===== config.mk =====
export PLATFORM = sky130hd
export DESIGN_NAME = chram_arbiter
export DESIGN_NICKNAME = d
export VERILOG_FILES = /design/src/rtl/chram_arbiter.sv
export SDC_FILE = /design/constraint.sdc
export NUM_CORES = 1
export LEC_CHECK = 0
export CORE_UTILIZATION = 36
export CTS_CLUSTER_DIAMETER = 80
export DETAILED_ROUTE_END_ITERATION = 8
export GPL_TIMING_DRIVEN = 0
export PLACE_DENSITY_LB_ADDON = 0.25
export SYNTH_ARGS = -nofsm -noshare
export SYNTH_HDL_FRONTEND = slang
export SYNTH_SLANG_ARGS = --single-unit

===== constraint.sdc =====
create_clock -name clk -period 2.1 [get_ports clk]
set_input_delay 0.63 -clock clk [delete_from_list [all_inputs] [get_ports clk]]
set_output_delay 0.63 -clock clk [all_outputs]
set_load 0.02 [all_outputs]

===== src/rtl/chram_arbiter.sv =====
// chram_arbiter: shares the overlay character RAM between video fetch,
// host writes and a fill engine.
// Ports: clk, reset_n; hcnt/video_addr -> vid_data; host_req/addr/data ->
// host_ack; clr_start/clr_fill -> clr_busy/clr_done; ram_addr/din/we/dout.
module chram_arbiter #(
  parameter int         ADDR_W      = 12,
  parameter int         DATA_W      = 8,
  parameter logic [2:0] VIDEO_PHASE = 3'd0
) (
  input  logic              clk,
  input  logic              reset_n,
  input  logic [9:0]        hcnt,
  input  logic [ADDR_W-1:0] video_addr,
  output logic [DATA_W-1:0] vid_data,
  input  logic              host_req,
  input  logic [ADDR_W-1:0] host_addr,
  input  logic [DATA_W-1:0] host_data,
  output logic              host_ack,
  input  logic              clr_start,
  input  logic [DATA_W-1:0] clr_fill,
  output logic              clr_busy,
  output logic              clr_done,
  output logic [ADDR_W-1:0] ram_addr,
  output logic [DATA_W-1:0] ram_din,
  output logic              ram_we,
  input  logic [DATA_W-1:0] ram_dout
);

  typedef enum logic {
    IDLE,
    FILL
  } clr_state_t;

  clr_state_t        state;
  clr_state_t        state_nx;
  logic [ADDR_W-1:0] clr_cnt;
  logic [ADDR_W-1:0] clr_cnt_nx;
  logic [DATA_W-1:0] clr_fill_q;
  logic [DATA_W-1:0] clr_fill_nx;
  logic              clr_done_nx;
  logic              fetch_pend;
  logic              vslot;
  logic              cnt_last;
  logic              hcnt_unused;

  // Only the pixel-within-cell bits matter here.
  assign hcnt_unused = ^hcnt[9:3];

  assign vslot    = (hcnt[2:0] == VIDEO_PHASE);
  assign cnt_last = &clr_cnt;
  assign clr_busy = reset_n && (state == FILL);

  always_ff @(posedge clk or negedge reset_n) begin
    if (!reset_n) begin
      state      <= IDLE;
      clr_cnt    <= '0;
      clr_fill_q <= '0;
      clr_done   <= 1'b0;
    end else begin
      state      <= state_nx;
      clr_cnt    <= clr_cnt_nx;
      clr_fill_q <= clr_fill_nx;
      clr_done   <= clr_done_nx;
    end
  end

  always_comb begin
    state_nx    = state;
    clr_cnt_nx  = clr_cnt;
    clr_fill_nx = clr_fill_q;
    clr_done_nx = 1'b0;
    unique case (state)
      IDLE: begin
        if (clr_start) begin
          state_nx    = FILL;
          clr_cnt_nx  = '0;
          clr_fill_nx = clr_fill;
        end
      end
      FILL: begin
        // A write is issued in every non-video cycle of FILL.
        if (!vslot) begin
          if (cnt_last) begin
            state_nx    = IDLE;
            clr_cnt_nx  = '0;
            clr_done_nx = 1'b1;
          end else begin
            clr_cnt_nx = clr_cnt + 1'b1;
          end
        end
      end
    endcase
  end

  // Port mux; the video slot is never yielded.
  always_comb begin
    ram_addr = video_addr;
    ram_din  = '0;
    ram_we   = 1'b0;
    host_ack = 1'b0;
    if (reset_n) begin
      priority case (1'b1)
        vslot: begin
          ram_addr = video_addr;
        end
        clr_busy: begin
          ram_addr = clr_cnt;
          ram_din  = clr_fill_q;
          ram_we   = 1'b1;
        end
        host_req: begin
          ram_addr = host_addr;
          ram_din  = host_data;
          ram_we   = 1'b1;
          host_ack = 1'b1;
        end
        default: begin
          ram_addr = video_addr;
        end
      endcase
    end
  end

  // RAM read data arrives one cycle after the video slot.
  always_ff @(posedge clk or negedge reset_n) begin
    if (!reset_n) begin
      fetch_pend <= 1'b0;
      vid_data   <= '0;
    end else begin
      fetch_pend <= vslot;
      if (fetch_pend) begin
        vid_data <= ram_dout;
      end
    end
  end

endmodule


==> impl_metrics.tcl, run 1 <==
set metrics [dict create \
    status "finished, violations left" \
    violations "negative setup slack" \
    ios 94 \
    synth_nets 249 \
    ir_drop_uv 455 \
    drtAntennaViolNets 0 \
    numCtsBuffers 5 \
    rr_worst_depth 5 \
    yosys.cell_count.top_type "nand2_1" \
    synth_top_area_frac 0.431 \
    synth-seq-cells 31 \
    critPathTopFamily "compound AO/OA/AOI/OAI gates" \
    path_buf_inv 4 \
    path_class "input port to output pin" \
    cp-start-kind "input port" \
    antenna_cells 0 \
    yosysWarnings 0 \
    yosysTopAreaCell "dfrtp_1" \
    worst_ep_arrival_time_ns 1.85 \
    synth_edf_count 0 \
    max_freq_ghz 0.403 \
    vias 1854 \
    overflow 0 \
    rsz0062_at_grt "yes" \
    dr.pass1.iters 7 \
    worstPathRequired_ns 1.47 \
    hold_class "input port to async pin" \
    fp.dieH_um 72.7 \
    cp_cell_sequence "buf_8, o31ai_4, nor3b_4, buf_4, a222oi_1, inv_1, buf_6" \
    worst_clock_skew_ns 0.00483 \
    slowest_stage "o31ai_4" \
    min_period_over_period 1.18 \
    synthTopCellsByArea "dfrtp_1, nand2_1, a222oi_1" \
    clk_path_buf_depth 2 \
    ys_seq_area_frac 0.431 \
    end_kind "output pin" \
    wl_per_cell_um 15.1 \
    clk_pin_slew_worst_paths_ns 0.07 \
    synth-main-ff-cell "dfrtp_1" \
    wirelength_mm 5.43 \
    fin_util 0.636 \
    setup_violations 22 \
    die_x_um 72.7 \
    initial_core_util 0.378 \
    grt_antenna_before_repair 0 \
    clkPwrFrac 0.266 \
    p_per_area_mw_per_mm2 763 \
    relSlewSlack 0.637 \
    core-area_sq_mm 0.00475 \
    clock_sinks 31 \
    period_minus_slack_ns 2.48 \
    grt_pass1_vias 1638 \
    cts_tree "built" \
    drive_gt1_frac 0.270 \
    ctsHtreeMaxLevel 2 \
    p_sw_uw 746 \
    maxSlewViolCount 0 \
    r2r-start "clr_cnt[0]$_DFFE_PN0P_" \
    syn_inst 186 \
    finalHoldViolCount 0 \
    setup_slack_ns -0.383 \
    dp_hpwl_mm 3.78 \
    pwr-share-comb 0.370 \
    finalPower_mw 2.31 \
    worst_pin_slew_ns 0.540 \
    sw_frac_of_total 0.324 \
    ys_types 44 \
    yosys-top-cells-count "nand2_1, dfrtp_1, inv_1" \
    drtIter0Drc 97 \
    clk_latency_ns 0.28 \
    via_per_inst 5.15 \
    grt_max_degree 19 \
    rr_endpoint "clr_cnt[9]$_DFFE_PN0P_" \
    cp_max_fo 4 \
    rows 25 \
    cts_root_buf "clkbuf_8" \
    regToRegSetupSlack_ns 0.23 \
    route.detailed.drc 0 \
    power.internal_mw 1.56 \
    track_usage 0.210 \
    maxCapViolCount 0 \
    syn2layout_area_growth_pct 68.1 \
    fin_tns_setup_ns -6.42 \
    place_congestion 0.829 \
    io_buffers 86 \
    leakage_nw 1.41 \
    ctsHoldBuffers 0 \
    grt_first_pass_wirelength_mm 8.34 \
    seqPwrFrac 0.363 \
    postSynth.asyncResetShare 1.00 \
    slowest_delay_ns 0.31 \
    nNetsFinal 355 \
    synthesis.area_sq_mm 0.00180 \
    die-area_sq_mm 0.00528 \
    avgSynthCellArea_sq_um 9.67 \
]
## worst max path at each step
| stage | from | endpoint | cells past startpoint |
|---|---|---|---|
| 6_report | hcnt[1] | ram_addr[1] | 7 |
| 5_1_grt | hcnt[0] | ram_addr[9] | 7 |
| 4_1_cts | hcnt[2] | ram_addr[2] | 7 |
| 3_5_place_dp | reset_n | ram_addr[9] | 7 |
| 3_3_place_gp | reset_n | ram_addr[10] | 7 |
| 2_1_floorplan | hcnt[0] | ram_addr[10] | 5 |
## registers in the layout, indices dropped and copies added (netlist names)
register and cells:
clr_done 1, fetch_pend 1, clr_fill_q 8, clr_cnt 12
state 1, vid_data 8
## power by group through the flow
stage               registers [mW]  logic, mW  clock network [mW]
finish                       0.838      0.854               0.614
global route                 0.862      0.927               0.654
CTS                          0.838      0.825               0.633
detailed placement           0.850      0.807                   0
global placement             0.846      0.797                   0
floorplan                    0.857      0.405                   0
## metrics by stage
step | hold slack (ns) | instance area (sq um) | setup slack, ns | instances
6_report | 0.143 | 3020 | -0.383 | 360
5_1_grt | 0.131 | 3020 | -0.494 | 360
4_1_cts | 0.136 | 2940 | -0.373 | 352
3_5_place_dp | 0.464 | 2750 | -1.51 | 339
3_3_place_gp | 0.459 | 2760 | -2.54 | 339
2_1_floorplan | 0.334 | 1810 | -0.171 | 186
## kinds of logic (layout without fill, tap and decap cells)
kind of cell / after synthesis / count (layout) / synth area share
AND/OR/NAND/NOR: 70 / 70 / 0.215
adder cells (fa/ha/maj): 1 / 1 / 0.00696
multiplexers: 8 / 8 / 0.0501
flip-flops: 31 / 31 / 0.431
AO/OA/AOI/OAI: 50 / 50 / 0.234
buffers and inverters: 26 / 133 / 0.0626
## placed cells by master (no fill, tap or decap), drive strengths merged, types with 3 or more instances in the layout
cell type,count
clkdlybuf4s50,58
buf,44
nand2,33
dfrtp,31
inv,15
clkbuf,12
a222oi,11
mux2,8
o21ai,8
o31ai,8
a22o,7
and3,7
nand3,5
nor3,4
o311ai,3
nor2,3
nor4,3
## repair_timing
| item | in CTS | in global routing |
|---|---|---|
| pin swaps | 13 | 11 |
| gates cloned | 2 | 0 |
| setup endpoints to repair | 23 | 22 |
| setup buffers | 3 | 8 |
| gates resized for setup | 141 | 15 |
## cell type report
class	count	area, sq um
inverters	15	56.3
repair buffers	99	987
fillers	419	1730
well taps	67	83.8
clock buffers	6	82.6
multi-input cells	129	932
clock inverters	2	35.0
plain buffers	11	68.8
flip-flops and latches	31	777
## layer usage
layer,vias up,share of wire,global-route usage
met2,65,0.48,0.335
met5,-,0,0
met3,7,0.079,0.0649
li1,905,-,-
met1,877,0.43,0.273
met4,0,0.0092,0.0654
(Power assumes the default switching activity.)
==> run 2: changes to the inputs <==
Settings changed: CAP_MARGIN set to 20.
==> results of run 2 <==
Final layout, timing and power as in run 1 (identical DEF).
